$ cat src/rtl/target_sequencer_if.sv
// Waypoint-push, control and axis-controller signals shared by the target
// sequencer and whatever drives it.
interface target_sequencer_if #(
    parameter int DEPTH   = 16,
    parameter int DWELL_W = 24
);
    localparam int LW = $clog2(DEPTH) + 1;

    logic               wr_en;
    logic [31:0]        wr_target;
    logic [DWELL_W-1:0] wr_dwell;
    logic               start;
    logic               abort;
    logic               motor_done;
    logic [3:0]         motor_status;
    logic [31:0]        location;
    logic [31:0]        target;
    logic               axis_enable;
    logic               full;
    logic               empty;
    logic [LW-1:0]      level;
    logic               busy;
    logic               seq_done;
    logic               error;
    logic [3:0]         error_code;
    logic [2:0]         state;

    modport master (
        output wr_en, wr_target, wr_dwell, start, abort,
               motor_done, motor_status, location,
        input  target, axis_enable, full, empty, level,
               busy, seq_done, error, error_code, state
    );

    modport slave (
        input  wr_en, wr_target, wr_dwell, start, abort,
               motor_done, motor_status, location,
        output target, axis_enable, full, empty, level,
               busy, seq_done, error, error_code, state
    );
endinterface

$ cat src/rtl/target_sequencer.sv
// Queues {target, dwell} waypoints and steps an axis controller through them,
// waiting for arrival and dwelling at each before moving on.
module target_sequencer #(
    parameter int DEPTH   = 16,
    parameter int DWELL_W = 24
) (
    input  logic                clk,
    input  logic                rst,
    target_sequencer_if.slave   bus
);
    localparam int AW = (DEPTH > 1) ? $clog2(DEPTH) : 1;
    localparam int LW = $clog2(DEPTH) + 1;
    localparam int EW = 32 + DWELL_W;

    typedef enum logic [2:0] {
        S_IDLE   = 3'd0,
        S_LOAD   = 3'd1,
        S_LEAVE  = 3'd2,
        S_ARRIVE = 3'd3,
        S_DWELL  = 3'd4,
        S_ERROR  = 3'd5
    } state_t;

    logic               done_meta_q, done_s_q;
    logic [3:0]         status_meta_q, status_s_q;
    logic [EW-1:0]      fifo_mem [DEPTH];
    logic [AW-1:0]      wr_ptr_q, wr_ptr_d, rd_ptr_q, rd_ptr_d;
    logic [LW-1:0]      level_q, level_d;
    logic               full_q, full_d, empty_q, empty_d;
    state_t             state_q, state_d;
    logic [31:0]        target_q, target_d;
    logic [DWELL_W-1:0] dwell_q, dwell_d;
    logic               axis_enable_q, axis_enable_d;
    logic               busy_q, busy_d;
    logic               seq_done_q, seq_done_d;
    logic               error_q, error_d;
    logic [3:0]         error_code_q, error_code_d;
    logic               match_q, match_d;

    logic               push_s, pop_s, at_target_s, match_s, fault_s;
    logic [EW-1:0]      head_s;

    // Two-flop synchronisers for the axis controller's asynchronous flags.
    always_ff @(posedge clk or negedge rst) begin
        if (!rst) begin
            done_meta_q   <= 1'b0;
            done_s_q      <= 1'b0;
            status_meta_q <= 4'b0000;
            status_s_q    <= 4'b0000;
        end else begin
            done_meta_q   <= bus.motor_done;
            done_s_q      <= done_meta_q;
            status_meta_q <= bus.motor_status;
            status_s_q    <= status_meta_q;
        end
    end

    assign push_s = bus.wr_en & ~full_q & ~bus.abort;
    assign pop_s  = (state_q == S_LOAD) & ~empty_q & ~bus.abort;
    assign head_s = fifo_mem[rd_ptr_q];

    // Waypoint storage; contents need no reset since level gates every read.
    always_ff @(posedge clk) begin
        if (push_s) begin
            fifo_mem[wr_ptr_q] <= {bus.wr_target, bus.wr_dwell};
        end
    end

    // Queue pointers and level; abort flushes and wins over a same-cycle push.
    always_comb begin
        wr_ptr_d = wr_ptr_q;
        rd_ptr_d = rd_ptr_q;
        level_d  = level_q;
        if (bus.abort) begin
            wr_ptr_d = '0;
            rd_ptr_d = '0;
            level_d  = '0;
        end else begin
            if (push_s) begin
                wr_ptr_d = wr_ptr_q + AW'(1);
            end else begin
                wr_ptr_d = wr_ptr_q;
            end
            if (pop_s) begin
                rd_ptr_d = rd_ptr_q + AW'(1);
            end else begin
                rd_ptr_d = rd_ptr_q;
            end
            level_d = level_q + LW'(push_s) - LW'(pop_s);
        end
        full_d  = (level_d == LW'(DEPTH));
        empty_d = (level_d == LW'(0));
    end

    assign at_target_s = (bus.location == target_q);
    assign match_s     = done_s_q & at_target_s;
    assign fault_s     = (status_s_q == 4'b1000) || (status_s_q == 4'b0001);

    // Sequencer next-state and registered-output logic.
    always_comb begin
        state_d       = state_q;
        target_d      = target_q;
        dwell_d       = dwell_q;
        axis_enable_d = axis_enable_q;
        seq_done_d    = 1'b0;
        error_d       = error_q;
        error_code_d  = error_code_q;
        match_d       = match_q;
        if (bus.abort) begin
            state_d       = S_IDLE;
            axis_enable_d = 1'b0;
            error_d       = 1'b0;
            error_code_d  = 4'b0000;
            match_d       = 1'b0;
        end else begin
            case (state_q)
                S_IDLE: begin
                    if (bus.start && !empty_q) begin
                        state_d = S_LOAD;
                    end else begin
                        state_d = S_IDLE;
                    end
                end
                S_LOAD: begin
                    if (!empty_q) begin
                        target_d      = head_s[EW-1:DWELL_W];
                        dwell_d       = head_s[DWELL_W-1:0];
                        axis_enable_d = 1'b1;
                        match_d       = 1'b0;
                        state_d       = S_LEAVE;
                    end else begin
                        state_d = S_IDLE;
                    end
                end
                S_LEAVE: begin
                    // A zero-length move never drops Done, so two settled cycles stand in for it.
                    match_d = match_s;
                    if (fault_s) begin
                        state_d       = S_ERROR;
                        error_d       = 1'b1;
                        error_code_d  = status_s_q;
                        axis_enable_d = 1'b0;
                    end else if (!done_s_q) begin
                        state_d = S_ARRIVE;
                    end else if (match_s && match_q) begin
                        state_d = S_DWELL;
                    end else begin
                        state_d = S_LEAVE;
                    end
                end
                S_ARRIVE: begin
                    if (fault_s) begin
                        state_d       = S_ERROR;
                        error_d       = 1'b1;
                        error_code_d  = status_s_q;
                        axis_enable_d = 1'b0;
                    end else if (match_s) begin
                        state_d = S_DWELL;
                    end else begin
                        state_d = S_ARRIVE;
                    end
                end
                S_DWELL: begin
                    if (fault_s) begin
                        state_d       = S_ERROR;
                        error_d       = 1'b1;
                        error_code_d  = status_s_q;
                        axis_enable_d = 1'b0;
                    end else if (dwell_q == DWELL_W'(0)) begin
                        if (!empty_q) begin
                            state_d = S_LOAD;
                        end else begin
                            state_d    = S_IDLE;
                            seq_done_d = 1'b1;
                        end
                    end else begin
                        dwell_d = dwell_q - DWELL_W'(1);
                    end
                end
                S_ERROR: begin
                    error_d       = 1'b1;
                    axis_enable_d = 1'b0;
                    state_d       = S_ERROR;
                end
                default: begin
                    state_d       = S_IDLE;
                    axis_enable_d = 1'b0;
                end
            endcase
        end
        busy_d = (state_d == S_LOAD) || (state_d == S_LEAVE) ||
                 (state_d == S_ARRIVE) || (state_d == S_DWELL);
    end

    // State, queue bookkeeping and output registers.
    always_ff @(posedge clk or negedge rst) begin
        if (!rst) begin
            wr_ptr_q      <= '0;
            rd_ptr_q      <= '0;
            level_q       <= '0;
            full_q        <= 1'b0;
            empty_q       <= 1'b1;
            state_q       <= S_IDLE;
            target_q      <= 32'd0;
            dwell_q       <= '0;
            axis_enable_q <= 1'b0;
            busy_q        <= 1'b0;
            seq_done_q    <= 1'b0;
            error_q       <= 1'b0;
            error_code_q  <= 4'b0000;
            match_q       <= 1'b0;
        end else begin
            wr_ptr_q      <= wr_ptr_d;
            rd_ptr_q      <= rd_ptr_d;
            level_q       <= level_d;
            full_q        <= full_d;
            empty_q       <= empty_d;
            state_q       <= state_d;
            target_q      <= target_d;
            dwell_q       <= dwell_d;
            axis_enable_q <= axis_enable_d;
            busy_q        <= busy_d;
            seq_done_q    <= seq_done_d;
            error_q       <= error_d;
            error_code_q  <= error_code_d;
            match_q       <= match_d;
        end
    end

    assign bus.target      = target_q;
    assign bus.axis_enable = axis_enable_q;
    assign bus.full        = full_q;
    assign bus.empty       = empty_q;
    assign bus.level       = level_q;
    assign bus.busy        = busy_q;
    assign bus.seq_done    = seq_done_q;
    assign bus.error       = error_q;
    assign bus.error_code  = error_code_q;
    assign bus.state       = state_q;
endmodule

$ cat src/flat_wrapper.sv
// flat-port wrapper written by rule: the top's interface ports become plain ports
module target_sequencer_flat 
#(
    parameter int DEPTH   = 16,
    parameter int DWELL_W = 24
)
  (clk, rst, bus_wr_en, bus_wr_target, bus_wr_dwell, bus_start, bus_abort, bus_motor_done, bus_motor_status, bus_location, bus_target, bus_axis_enable, bus_full, bus_empty, bus_level, bus_busy, bus_seq_done, bus_error, bus_error_code, bus_state);
  target_sequencer_if #(.DEPTH(DEPTH), .DWELL_W(DWELL_W)) bus_i ();
  input  logic clk;
  input  logic rst;
  input wire logic [$bits(bus_i.wr_en)-1:0] bus_wr_en;
  input wire logic [$bits(bus_i.wr_target)-1:0] bus_wr_target;
  input wire logic [$bits(bus_i.wr_dwell)-1:0] bus_wr_dwell;
  input wire logic [$bits(bus_i.start)-1:0] bus_start;
  input wire logic [$bits(bus_i.abort)-1:0] bus_abort;
  input wire logic [$bits(bus_i.motor_done)-1:0] bus_motor_done;
  input wire logic [$bits(bus_i.motor_status)-1:0] bus_motor_status;
  input wire logic [$bits(bus_i.location)-1:0] bus_location;
  output wire logic [$bits(bus_i.target)-1:0] bus_target;
  output wire logic [$bits(bus_i.axis_enable)-1:0] bus_axis_enable;
  output wire logic [$bits(bus_i.full)-1:0] bus_full;
  output wire logic [$bits(bus_i.empty)-1:0] bus_empty;
  output wire logic [$bits(bus_i.level)-1:0] bus_level;
  output wire logic [$bits(bus_i.busy)-1:0] bus_busy;
  output wire logic [$bits(bus_i.seq_done)-1:0] bus_seq_done;
  output wire logic [$bits(bus_i.error)-1:0] bus_error;
  output wire logic [$bits(bus_i.error_code)-1:0] bus_error_code;
  output wire logic [$bits(bus_i.state)-1:0] bus_state;
  assign bus_i.wr_en = bus_wr_en;
  assign bus_i.wr_target = bus_wr_target;
  assign bus_i.wr_dwell = bus_wr_dwell;
  assign bus_i.start = bus_start;
  assign bus_i.abort = bus_abort;
  assign bus_i.motor_done = bus_motor_done;
  assign bus_i.motor_status = bus_motor_status;
  assign bus_i.location = bus_location;
  assign bus_target = bus_i.target;
  assign bus_axis_enable = bus_i.axis_enable;
  assign bus_full = bus_i.full;
  assign bus_empty = bus_i.empty;
  assign bus_level = bus_i.level;
  assign bus_busy = bus_i.busy;
  assign bus_seq_done = bus_i.seq_done;
  assign bus_error = bus_i.error;
  assign bus_error_code = bus_i.error_code;
  assign bus_state = bus_i.state;
  target_sequencer #(.DEPTH(DEPTH), .DWELL_W(DWELL_W)) u_core (.clk(clk), .rst(rst), .bus(bus_i));
endmodule
$ cat config.mk
export PLATFORM = sky130hd
export DESIGN_NAME = target_sequencer_flat
export DESIGN_NICKNAME = d
export VERILOG_FILES = /design/src/rtl/target_sequencer_if.sv /design/src/rtl/target_sequencer.sv /design/src/flat_wrapper.sv
export SDC_FILE = /design/constraint.sdc
export NUM_CORES = 1
export LEC_CHECK = 0
export BUFFER_PORTS_ARGS = -buffer_cell sky130_fd_sc_hd__buf_2
export CAP_MARGIN = 20
export CORE_MARGIN = 3
export CORE_UTILIZATION = 30
export DETAILED_ROUTE_END_ITERATION = 8
export SETUP_SLACK_MARGIN = 0.3
export SLEW_MARGIN = 0
export SYNTH_ARGS = -nofsm -noshare
export SYNTH_HDL_FRONTEND = slang
export SYNTH_SLANG_ARGS = --single-unit
$ cat constraint.sdc
create_clock -name clk -period 11.5 [get_ports clk]
set_input_delay 3.45 -clock clk [delete_from_list [all_inputs] [get_ports clk]]
set_output_delay 3.45 -clock clk [all_outputs]
set_load 0.05 [all_outputs]
==> results.md <==
* Rel. slew slack at approximately a quarter
* Global-route wire length before repair at 136 mm
* Number of max-cap violations at 0
* Post-synth top area cell: edfxtp_1
* Initial DRC Count at 1,932
* Post-CTS Setup Inserts at 0
* Htree depth at 3
* Placed cell areas at 41,400 µm²
* Synth warn at 0
* Remaining antenna violation count at 0
* Crit path required time at approximately 12,000 ps
* Unrepaired setup endpoints after global routing: false
* Ratio of cells with drive above 1 in the final layout at 24.9%
* Root Driver: clkbuf_16
* DPL Wire Length at 52.6 mm
* Worst-skew pair later-pin latency at 660 ps
* Peak VDD IR at about 0.12 mV
* Pwr Density at 196 nW/µm²
* Top-count cell post-synth: edfxtp_1
* Post-route cell area at about 45,000 µm²
* Simple-Gate Fraction of Synth Area at 3.18%
* Total GRT Usage at 13.7%
* WL per Instance at roughly 23 µm
* Final setup fails at 0
* I/O Pins at 148
* Worst path slowest cell: or4_1
* Number of vias per cell at 4.98
* CTS Buf Count at 100
* Tmin final at 6030 ps
* Largest net degree at the start of global routing at around 120
* Post-synth top area share at approximately 69%
* CTS tree: done
* Setup crit start kind: input pin
* Initial antenna violation count at 21
* Setup_tns at 0 ps
* Netlist cell types at 67
* Syn avg cell area at approximately 19 µm²
* Worst-case clock buffer depth at 3
* Power Total at 8.79 mW
* DR vias at 19.7k
* Reg clk slew, reported paths at 60 ps
* Ranking of synthesized cells by area: edfxtp_1 (69%), mux4_2 (10%), dfrtp_1 (5.9%)
* Ys flop type: edfxtp_1
* Drt drc at 0
* Largest family of logic cells by synthesized area: multiplexers
* Largest fanout on the critical path at 65
* Post-Synth XOR/XNOR Area at less than 1%
* Worst EP arrival at 6600 ps
* Row count at 131
* CP endpoint kind: register
* Hold_ws at 363 ps
* Routability cong. at 0.752
* DRT Wirelength at 92.7 mm
* Vias in the first global route at 20.4k
* Slowest stage delay, CP at 570 ps
* Post-synthesis mux area share at 14.0%
* Post-synth ARST share at 9.40%
* Synthesized flop and latch total at 989
* Leak at 14.1 nW
* Hold Path Class: reg -> reg
* Sink Count at 989
* F_max at 166 MHz
* DRT Pass-1 Iters at 5
* Die Footprint at between 100,000 and 150,000 µm²
* Die H at 365 µm
* Final period util at between 50% and 60%
* Final Hold Fails at 0
* Adder-Cell Fraction of Synth Area at less than 1%
* Crit path kind: in -> reg
* Complex-gate fraction of the synthesized area at under 10%
* Nets at roughly 2.3k
* CORE AREA at between 100,000 and 150,000 µm²
* Cts hold-fix bufs at 0
* Post-synthesis sequential area ratio at 75.5%
* PortBufs at around 150
* Mapped Area at 38,700 µm²
* Resized cells post-CTS at 0
* Overflow after GRT at 0
* Starting Density at 30.3%
* Post-synthesis net count at 2,142
* Final Max Tran Viols at 0
* Actual slew at the worst max-slew pin at 1110 ps
* Area growth, synth to finish at 15.7%
* DIE WIDTH at 365 µm
* Mapped Cells at 2,032
* Number of synthesized flops with an enable pin at 896
* Clock Skew at approximately 17 ps
* CP Cell Sequence: buf_2, nand2b_2, buf_4, inv_1, ha_1, inv_1, ha_1, fa_1, xnor2_1, nor2_1, or4_1, nor3_1
* Outcome: finished, final reports clean
* Commonest cells in the netlist: edfxtp_1 (896), mux4_2 (175), nand2_1 (121)
==> layout make-up <==
cell class | instances | area (µm²)
antenna | 9 | 22.5
sequential | 989 | 29200
timing repair buffer | 179 | 1010
fill | 11800 | 83000
tap | 1662 | 2080
inverter | 13 | 48.8
clock buffer | 129 | 2670
clock inverter | 56 | 666
multi-input combinational | 919 | 9080
==> flip-flops by register name (all words and copies together) (netlist names), 3 cells and up <==
| name | cells |
|---|---|
| u_core.wr_ptr_q | 4 |
| u_core.bus.error_code | 4 |
| u_core.status_s_q | 4 |
| u_core.dwell_q | 24 |
| u_core.bus.state | 3 |
| u_core.fifo_mem | 896 |
| u_core.bus.level | 5 |
| u_core.bus.target | 32 |
| u_core.rd_ptr_q | 4 |
| u_core.status_meta_q | 4 |
==> layout by cell type, fill, tap and decap left out, types with 4 or more instances in the layout <==
master and n:
buf_2 146, edfxtp_1 896, mux4_2 175, nor3_1 8, nor2_4 12, xnor2_1 6
clkbuf_16 102, a31oi_1 7, nand3_1 9, mux2i_1 108, o21ai_0 97, clkinvlp_4 4
o21ai_1 6, o22a_1 4, nand4_1 6, a21oi_1 65, nor4_1 11, dfrtp_1 88
diode_2 9, nor2_1 60, nor2b_1 8, inv_1 13, nand2b_1 5, nand2_1 120
clkinv_1 16, nor3_2 5, ha_1 11, xor2_1 38, a32oi_1 4, clkbuf_1 25
mux2_2 35, clkinv_2 15, o221ai_1 66, bufinv_16 14, buf_4 31
==> worst max-delay path: cells and delay by family <==
family                     cells  cell delay, ps
xor gates and xnor gates       1             180
and+or+nand+nor                4            1010
buffers and inverters          4            1020
adders and majority gates      3             940
==> metrics by stage <==
step	std cells	setup WS, ps	util, %
final	3956	5470	35.1
after global routing	3950	5250	35.1
after CTS	3946	5450	35.0
after detailed placement	3761	4750	32.4
after global placement	3761	4770	32.4
after floorplan	2032	2920	-
==> where the power goes <==
group          total, mW  switching [mW]  internal (mW)  leakage, nW
logic               1.24           0.787          0.457         3.21
clock network       3.29            1.34           1.96         1.62
registers           4.25           0.174           4.08         9.23
total               8.79            2.30           6.49         14.1
==> metal layers <==
layer	vias to the layer above	global-route usage (%)	wire, µm
met1	10400	18.2	38700
met3	137	2.69	5920
met4	14	4.37	2130
li1	8604	-	-
met5	-	0	94
met2	601	22.7	45900
==> path summary, 6_finish.rpt <==
kind | start | endpoint | slack [ps] | cells after the start
worst min-delay path | u_core.status_meta_q[0] | u_core.status_s_q[0] | 360 | 0
min in group asynchronous | rst | u_core.status_s_q[1] | 2810 | 1
max in group asynchronous | rst | u_core.rd_ptr_q[0] | 7420 | 2
worst max register to register | u_core.rd_ptr_q[0] | u_core.dwell_q[18] | 7220 | 6
worst max-delay path | bus_abort | u_core.bus.full | 5470 | 12
worst min register to register | u_core.status_meta_q[0] | u_core.status_s_q[0] | 360 | 0
==> kinds of logic after synthesis <==
group                      Yosys count
muxes                              318
buffers and inverters              124
AOI/OAI and AO/OA                  275
xor gates and xnor gates            44
adders and majority gates           12
DFF                                989
and+or+nand+nor                    270
No activity file was read; power rests on OpenSTA's default activity.
